**src/rtl/mem_access_unit.sv**
```systemverilog
// Load/store access unit: takes execute-stage load/store requests and turns
// them into word-aligned bus transfers with lane steering and a timeout abort.
module mem_access_unit #(
    parameter int TIMEOUT_CYCLES = 255
) (
    input  logic        clk,
    input  logic        rst,
    input  logic        load_en,
    input  logic        store_en,
    input  logic [31:0] load_addr,
    input  logic [1:0]  load_width,
    input  logic [31:0] store_addr,
    input  logic [31:0] store_data,
    input  logic [1:0]  store_width,
    output logic [31:0] load_data,
    output logic        stall,
    output logic        misalign_fault,
    output logic        bus_error,
    output logic        bus_req,
    output logic        bus_we,
    output logic [31:0] bus_addr,
    output logic [31:0] bus_wdata,
    output logic [3:0]  bus_be,
    input  logic        bus_ack,
    input  logic [31:0] bus_rdata
);

    typedef enum logic [1:0] {
        IDLE = 2'b00,
        BUSY = 2'b01,
        DONE = 2'b10
    } state_t;

    localparam logic [7:0] TIMEOUT_LIMIT = 8'(TIMEOUT_CYCLES);

    state_t      state_reg;
    logic [7:0]  cnt_reg;
    logic [31:0] addr_reg;
    logic        we_reg;
    logic [31:0] wdata_reg;
    logic [3:0]  be_reg;
    logic [1:0]  offset_reg;
    logic        req_reg;
    logic [31:0] load_data_reg;
    logic        bus_error_reg;

    // Request selection: a store wins over a simultaneous load.
    logic        req_valid;
    logic        req_we;
    logic [31:0] req_addr;
    logic [1:0]  req_width;
    logic        req_misaligned;
    logic        req_accept;

    always_comb begin
        req_valid = store_en | load_en;
        req_we    = store_en;
        req_addr  = store_en ? store_addr  : load_addr;
        req_width = store_en ? store_width : load_width;
    end

    always_comb begin
        req_misaligned = 1'b0;
        case (req_width)
            2'b00:   req_misaligned = 1'b0;
            2'b01:   req_misaligned = req_addr[0];
            2'b10:   req_misaligned = (req_addr[1:0] != 2'b00);
            default: req_misaligned = 1'b1;
        endcase
    end

    assign req_accept = (state_reg == IDLE) && req_valid && !req_misaligned;

    // Lane replication of store data so the byte enables pick the right lanes.
    logic [31:0] byte_rep;
    logic [31:0] half_rep;

    generate
        for (genvar gi = 0; gi < 4; gi++) begin : g_byte_lane
            assign byte_rep[gi*8 +: 8] = store_data[7:0];
        end
        for (genvar gi = 0; gi < 2; gi++) begin : g_half_lane
            assign half_rep[gi*16 +: 16] = store_data[15:0];
        end
    endgenerate

    logic [31:0] wdata_next;
    logic [3:0]  be_next;

    always_comb begin
        wdata_next = 32'h0;
        be_next    = 4'b1111;
        if (req_we) begin
            case (req_width)
                2'b00: begin
                    wdata_next = byte_rep;
                    be_next    = 4'b0001 << req_addr[1:0];
                end
                2'b01: begin
                    wdata_next = half_rep;
                    be_next    = 4'b0011 << req_addr[1:0];
                end
                default: begin
                    wdata_next = store_data;
                    be_next    = 4'b1111;
                end
            endcase
        end
    end

    logic [7:0]  cnt_inc;
    logic [31:0] rdata_aligned;

    assign cnt_inc       = cnt_reg + 8'd1;
    assign rdata_aligned = bus_rdata >> {offset_reg, 3'b000};

    always_ff @(posedge clk) begin
        if (rst) begin
            state_reg     <= IDLE;
            cnt_reg       <= 8'd0;
            addr_reg      <= 32'h0;
            we_reg        <= 1'b0;
            wdata_reg     <= 32'h0;
            be_reg        <= 4'b0000;
            offset_reg    <= 2'b00;
            req_reg       <= 1'b0;
            load_data_reg <= 32'h0;
            bus_error_reg <= 1'b0;
        end else begin
            bus_error_reg <= 1'b0;
            case (state_reg)
                IDLE: begin
                    if (req_accept) begin
                        addr_reg   <= {req_addr[31:2], 2'b00};
                        we_reg     <= req_we;
                        wdata_reg  <= wdata_next;
                        be_reg     <= be_next;
                        offset_reg <= req_addr[1:0];
                        req_reg    <= 1'b1;
                        cnt_reg    <= 8'd0;
                        state_reg  <= BUSY;
                    end
                end
                BUSY: begin
                    // An ack in the final allowed cycle still completes normally.
                    if (bus_ack) begin
                        req_reg   <= 1'b0;
                        cnt_reg   <= 8'd0;
                        if (!we_reg) begin
                            load_data_reg <= rdata_aligned;
                        end
                        state_reg <= DONE;
                    end else if (cnt_inc == TIMEOUT_LIMIT) begin
                        req_reg       <= 1'b0;
                        cnt_reg       <= 8'd0;
                        bus_error_reg <= 1'b1;
                        load_data_reg <= 32'h0;
                        state_reg     <= DONE;
                    end else begin
                        cnt_reg <= cnt_inc;
                    end
                end
                DONE: begin
                    state_reg <= IDLE;
                end
                default: begin
                    state_reg <= IDLE;
                end
            endcase
        end
    end

    assign stall          = !rst && ((state_reg == BUSY) || req_accept);
    assign misalign_fault = !rst && (state_reg == IDLE) && req_valid && req_misaligned;
    assign bus_error      = bus_error_reg;
    assign load_data      = load_data_reg;
    assign bus_req        = req_reg;
    assign bus_we         = we_reg;
    assign bus_addr       = addr_reg;
    assign bus_wdata      = wdata_reg;
    assign bus_be         = be_reg;

endmodule

```
**config.mk**
```make
export PLATFORM = sky130hd
export DESIGN_NAME = mem_access_unit
export DESIGN_NICKNAME = d
export VERILOG_FILES = /design/src/rtl/mem_access_unit.sv
export SDC_FILE = /design/constraint.sdc
export NUM_CORES = 1
export LEC_CHECK = 0
export BUFFER_PORTS_ARGS = -buffer_cell sky130_fd_sc_hd__buf_2
export CORE_MARGIN = 1.5
export CORE_UTILIZATION = 40
export CTS_BUF_LIST = sky130_fd_sc_hd__clkbuf_4 sky130_fd_sc_hd__clkbuf_8 sky130_fd_sc_hd__clkbuf_16
export DETAILED_ROUTE_END_ITERATION = 7
export PLACE_DENSITY_LB_ADDON = 0.1
export SKIP_LAST_GASP = 1
export SYNTH_ARGS = -nofsm -noshare
export SYNTH_HDL_FRONTEND = slang
export SYNTH_SLANG_ARGS = --single-unit
```
**constraint.sdc**
```tcl
create_clock -name clk -period 2.3 [get_ports clk]
set_input_delay 0.23 -clock clk [delete_from_list [all_inputs] [get_ports clk]]
set_output_delay 0.23 -clock clk [all_outputs]
set_load 0.01 [all_outputs]
```
==> metrics.txt, run 1 <==
IO Pins=242; Vias/cell=5.10; crit share post-route=0.959; critical-path cell with the highest stage delay=dfxtp_1; largest family of logic cells by synthesized area=compound AO/OA/AOI/OAI gates; Cell Area, Synth=5520 um2; Post-synth EDFFs=0; Post-CTS Hold Buffers=0; Final nets=992; Synthesis Warnings=0; total track usage=0.219; P_leak=0.00339 uW; Setup Skew=0.00852 ns; Setup TNS=0 ns; share of cells above drive strength 1=0.402; CTS tree=done; DR DRC count=0; Initial Util=0.413; XOR/XNOR Fraction of Synth Area=0.00318; pin count of the biggest net entering global routing=61; PortBufs=239; hpwl dp=11700 um; final critical-path required period=2.21 ns; Iteration-0 DRC Markers=237; setup slack, reg-to-reg=0.09 ns; Post-Synth Simple-Gate Area=0.154; clock sink total=113; first-pass GRT wire length=25200 um; ant diodes=0; CP required=2.59 ns; # Max-Cap Violations=0; TritonRoute pass-1 iters=5; Hold Path Class=input pin to flip-flop; routability cong.=0.870; CTS buffer count=17; Slew @ Worst Pin=0.781 ns; FFs w/ async S/R, synth=0; startpoint types=flip-flop; P per Cell Area=773 nW/um2; critical path capture point type=flip-flop; top_reg_cell synth=dfxtp_1; crit path cell chain=nand3_2 > or3_4 > a221oi_4 > buf_12 > buf_4 > a21oi_2 > and3_1 > a211o_1; Final Hold Fails=0; Clock transition at path regs=0.05 ns; crit path DAT=2.50 ns; post-synthesis adder-cell area fraction=0.00454; vias=5313; status=completed; Clk Latency, worst-skew pair=0.40 ns; wire length per cell=15.6 um; final wirelength=16200 um; H-tree depth=4; Syn-to-layout area delta=35.9%; Die Y=120 um; FF+latch count, synth=113; Max FO, Critical Path=9; Die X=120 um; Final Max Slew Viols=0; Final ANT Viol Nets=0; Core ar.=13300 um2; vias in the first global route=5092; global route total overflow=0; clock buffer depth=2; Peak VDD IR=475 uV; antenna violations before repair=2; slowest stage delay, CP=0.49 ns; Fmax=453 MHz; die area=14500 um2; post-synthesis area per instance=8.94 um2; total power draw=5800 uW; Finish-stage setup viols=0; register area share after synthesis=0.410; RSZ-0062 raised after global routing=no; fillers=1290; post-synthesis mux area share=0.159; Mapped Cells=617; CP Class=flip-flop to flip-flop; Core Rows=42; Compound-Gate Fraction of Synth Area=0.211; Worst slew margin=0.479; CTS root buf=clkbuf_16; Distinct cells, synth=51
-- worst paths after layout --
path                                     from       endpoint  cells past startpoint
worst max-delay path               cnt_reg[3]     cnt_reg[5]                      8
worst min register to register  load_data[22]  load_data[22]                      2
worst max register to register     cnt_reg[3]     cnt_reg[5]                      8
worst min-delay path            bus_rdata[29]  load_data[29]                      2
-- synth_stat cells (all sizes together) (3+ instances only) --
| cell | count | area share |
|---|---|---|
| o211ai | 8 | 0.011 |
| nor2 | 44 | 0.030 |
| nand2 | 89 | 0.061 |
| a21oi | 57 | 0.055 |
| nand3 | 31 | 0.029 |
| o31ai | 16 | 0.029 |
| nand2b | 4 | 0.0045 |
| nor3 | 6 | 0.0054 |
| buf | 29 | 0.033 |
| a22o | 8 | 0.013 |
| and3 | 3 | 0.0034 |
| nor2b | 3 | 0.0034 |
| o21ai | 28 | 0.025 |
| mux2 | 24 | 0.049 |
| mux2i | 60 | 0.11 |
| dfxtp | 113 | 0.41 |
| clkbuf | 24 | 0.020 |
| a211oi | 33 | 0.045 |
| o2111ai | 8 | 0.013 |
-- worst max-delay path: cells and delay by family (launching register included) --
family                 cells  cell delay, ns
AOI/OAI and AO/OA          3            0.62
DFF                        1            0.49
buffers and inverters      2            0.27
and+or+nand+nor            3            0.71
-- cell families (layout without fill, tap and decap cells) --
kind of cell,count (synthesis),count (layout)
flip-flops,113,113
multiplexers,84,84
AO/OA/AOI/OAI,167,168
AND/OR/NAND/NOR,191,191
other,1,2
buffers and inverters,57,303
XOR/XNOR,2,2
adder cells (fa/ha/maj),2,2
-- layout by cell type, fill, tap and decap left out, types with 2 or more instances in the layout --
cell	count
inv_1	2
a21oi_1	54
o21ai_0	27
o31ai_2	8
and3_1	3
buf_4	29
dfxtp_1	113
a21boi_0	2
nand2_1	89
conb_1	2
mux2_2	24
a211oi_1	33
buf_2	238
xor2_1	2
nor2_1	44
nor3_1	6
clkbuf_8	3
o2111ai_1	8
mux2i_1	59
clkinv_2	4
nor3b_2	2
o211ai_1	8
nor2b_1	3
a21oi_2	2
nand2b_1	4
nand3_1	30
nand4_1	2
clkbuf_16	17
o31ai_1	8
bufinv_16	2
a21oi_4	2
a22o_1	8
clkbuf_4	5
a211o_1	2
buf_12	3
-- power by group --
part / switching, uW / leakage [uW] / internal [uW] / total [uW]
sequential: 70.9 / 0.000922 / 2100 / 2170
combinational: 601 / 0.00218 / 451 / 1050
clock: 855 / 0.000298 / 1720 / 2580
-- metrics by stage --
| step | hold WS, ns | utilization | instance area, um2 | instances | setup slack (ns) |
|---|---|---|---|---|---|
| after global routing | 0.0642 | 0.562 | 7500 | 1041 | 0.00622 |
| after floorplan | 0.355 | - | 5520 | 618 | 0.207 |
| final | 0.0693 | 0.562 | 7500 | 1041 | 0.0941 |
| after CTS | 0.0505 | 0.553 | 7380 | 1028 | 0.0000759 |
| after detailed placement | 0.439 | 0.509 | 6800 | 997 | 0.00138 |
| after global placement | 0.431 | 0.509 | 6800 | 997 | 0.124 |
-- routing by layer --
metal	part of all wire	vias to the layer above	GRT usage
li1	-	2686	-
met2	0.46	199	0.346
met5	0	-	0
met3	0.078	30	0.0731
met1	0.43	2398	0.266
met4	0.027	0	0.110
-- cell type report --
type | instances | area (um2) | area share
well taps | 176 | 220 | 0.0294
clock inverters | 6 | 80.1 | 0.0107
flip-flops and latches | 113 | 2260 | 0.302
multi-input cells | 449 | 2950 | 0.394
clock buffers | 25 | 504 | 0.0673
repair buffers | 270 | 1470 | 0.196
inverters | 2 | 7.51 | 0.00100
-- timing repair --
action,CTS,global route
resized for setup,0,1
endpoints found under the hold margin,0,0
setup buffers,0,12
endpoints found under the setup margin,0,20
No activity file was read; power rests on OpenSTA's default activity.
==> run 2, diff against run 1 <==
clock period = 1.8 ns   (was 2.3 ns; I/O delays follow)
==> metrics.txt, run 2 (synthesis results as in run 1) <==
Final ANT Viol Nets=0 (unchanged); RSZ-0062 raised after global routing=yes; Hold Path Depth=2 (unchanged); Core ar.=13300 um2 (unchanged); Worst slew margin=0.429 (-0.0500); Finish-stage setup viols=38 (+38); CTS root buf=clkbuf_16; Fmax=500 MHz (+10%); CP required=2.06 ns (-0.53 ns); IO Pins=242 (unchanged); first-pass GRT wire length=25400 um (+1.0%); Critical R2R Capture=load_data[6]; failing checks=negative setup slack; Clock transition at path regs=0.05 ns (about the same); DR DRC count=0 (unchanged); CTS buffer count=17 (unchanged); setup slack, reg-to-reg=-0.20 ns (-0.30 ns); H-tree depth=4 (unchanged); # Max-Cap Violations=0 (unchanged); Final Instance Area=7860 um2 (+4.8%); Setup Skew=0.00917 ns (+0.000642 ns); most common cell after layout, fill and taps aside=buf_2; Place WS=-0.308 ns (-0.310 ns); status=finished, violations left; crit path DAT=2.26 ns (-0.24 ns); Min Hold Slack=0.0231 ns (-0.0462 ns); Setup TNS=-5.82 ns (-5.82 ns); Max FO, Critical Path=9 (unchanged); most frequent cells in the layout=238 x buf_2, 110 x dfxtp_1, 88 x nand2_1, 57 x mux2i_1, 52 x a21oi_1; crit path cell chain=nand4_1 > or3_4 > a221oi_4 > buf_6 > a21oi_4 > buf_12 > o31ai_4 > a21oi_1; Slew @ Worst Pin=0.856 ns (+0.0749 ns); r2r worst-path depth=8 (unchanged); crit share post-route=1.11 (+0.153); Peak VDD IR=659 uV (+39%); antenna violations before repair=1 (-1); Placed Instance Area=7090 um2 (+4.3%); routability cong.=0.910 (+4.6%); fin worst setup slack=-0.201 ns (-0.295 ns); Hold Path Class=input pin to flip-flop; Final nets=1016 (+2.4%); hold path start=bus_rdata[31]; FF-to-FF Start=cnt_reg[0]; die area=14500 um2 (unchanged); TritonRoute pass-1 iters=5 (unchanged); total power draw=7490 uW (+29%); Die X=120 um (unchanged); Clk Latency, worst-skew pair=0.41 ns (about the same); Final Max Slew Viols=0 (unchanged); Die Y=120 um (unchanged); Initial Util=0.413 (unchanged); wire length per cell=15.3 um (-1.6%); vias=5434 (+2.3%); Hold Path End=load_data[31]; P_leak=0.00357 uW (+5.2%); global route total overflow=0 (unchanged); hpwl dp=11900 um (+1.9%); final wirelength=16300 um (+0.63%); CTS tree=done; clock sink total=113 (unchanged); total track usage=0.220 (+0.000803); startpoint types=flip-flop; critical-path cell with the highest stage delay=or3_4; Vias/cell=5.10 (about the same); Iteration-0 DRC Markers=302 (+27%); CP Class=flip-flop to flip-flop; worst path bufs/invs=2 (unchanged); share of cells above drive strength 1=0.435 (+0.0324); Core Rows=42 (unchanged); Syn-to-layout area delta=42.4%; clock buffer depth=2 (unchanged); critical path's top delay family=compound AO/OA/AOI/OAI gates; vias in the first global route=5060 (-0.63%); pin count of the biggest net entering global routing=58 (-4.9%); final critical-path required period=2.00 ns (-0.205 ns); critical path capture point type=flip-flop; slowest stage delay, CP=0.37 ns (-0.12 ns); P per Cell Area=954 nW/um2 (+23%); Final Hold Fails=0 (unchanged); PortBufs=239 (unchanged)
## run 2: cell count changes in the layout (fill, tap and decap cells not counted), sizes merged
| cell | before | now |
|---|---|---|
| buf | 270 | 292 |
| a21oi | 58 | 57 |
| clkbuf | 25 | 26 |
| dlygate4sd3 | 0 | 1 |
| diode | 0 | 1 |
## run 2: routing by layer
metal | vias up | GRT usage | wire [um]
met1 | 2486 | 0.284 | 7180
met5 | - | 0 | 0
met2 | 198 | 0.346 | 7700
met4 | 0 | 0.0772 | 271
li1 | 2732 | - | -
met3 | 18 | 0.0698 | 1150
## run 2: worst reg2reg max path, delay by kind of cell, from the launching register on
kind            cells  cell delay (ns)
simple gates        2             0.51
buf+inv             2             0.31
flops               1             0.36
compound gates      4             0.67
## run 2: how the worst max path moves through the flow
stage,from,to,slack [ns],cells after the start
2_1_floorplan,cnt_reg[1],load_data[10],-0.16,8
3_3_place_gp,cnt_reg[0],load_data[7],-0.23,8
3_5_place_dp,cnt_reg[0],load_data[6],-0.31,8
4_1_cts,cnt_reg[1],load_data[3],-0.22,8
5_1_grt,cnt_reg[0],load_data[4],-0.32,8
6_report,cnt_reg[0],load_data[6],-0.20,8
## run 2: area by class of cell
cell class	instances	area, um2
Antenna cell	1	2.50
Tap cell	176	220
Sequential cell	113	2270
Clock inverter	6	80.1
Clock buffer	24	503
Multi-Input combinational cell	448	3040
Fill cell	1235	5490
Inverter	2	7.51
Timing Repair Buffer	295	1740
## run 2: report_power, final
part           switching, uW  internal (uW)
combinational            784            645
sequential               101           2680
clock                   1090           2200
total                   1970           5520
## run 2: metrics by stage
stage,instances,utilization
after floorplan,618,-
after global placement,1028,0.531
after detailed placement,1028,0.531
after CTS,1060,0.580
after global routing,1065,0.589
final,1065,0.589
## run 2: repair_timing
| action | CTS | global route |
|---|---|---|
| cloned | 0 | 2 |
| gates resized for setup | 9 | 17 |
| endpoints found under the hold margin | 1 | 0 |
| pin swaps | 11 | 8 |
| hold buffers | 1 | 0 |
| setup endpoints to repair | 43 | 44 |
| buffers inserted | 2 | 2 |
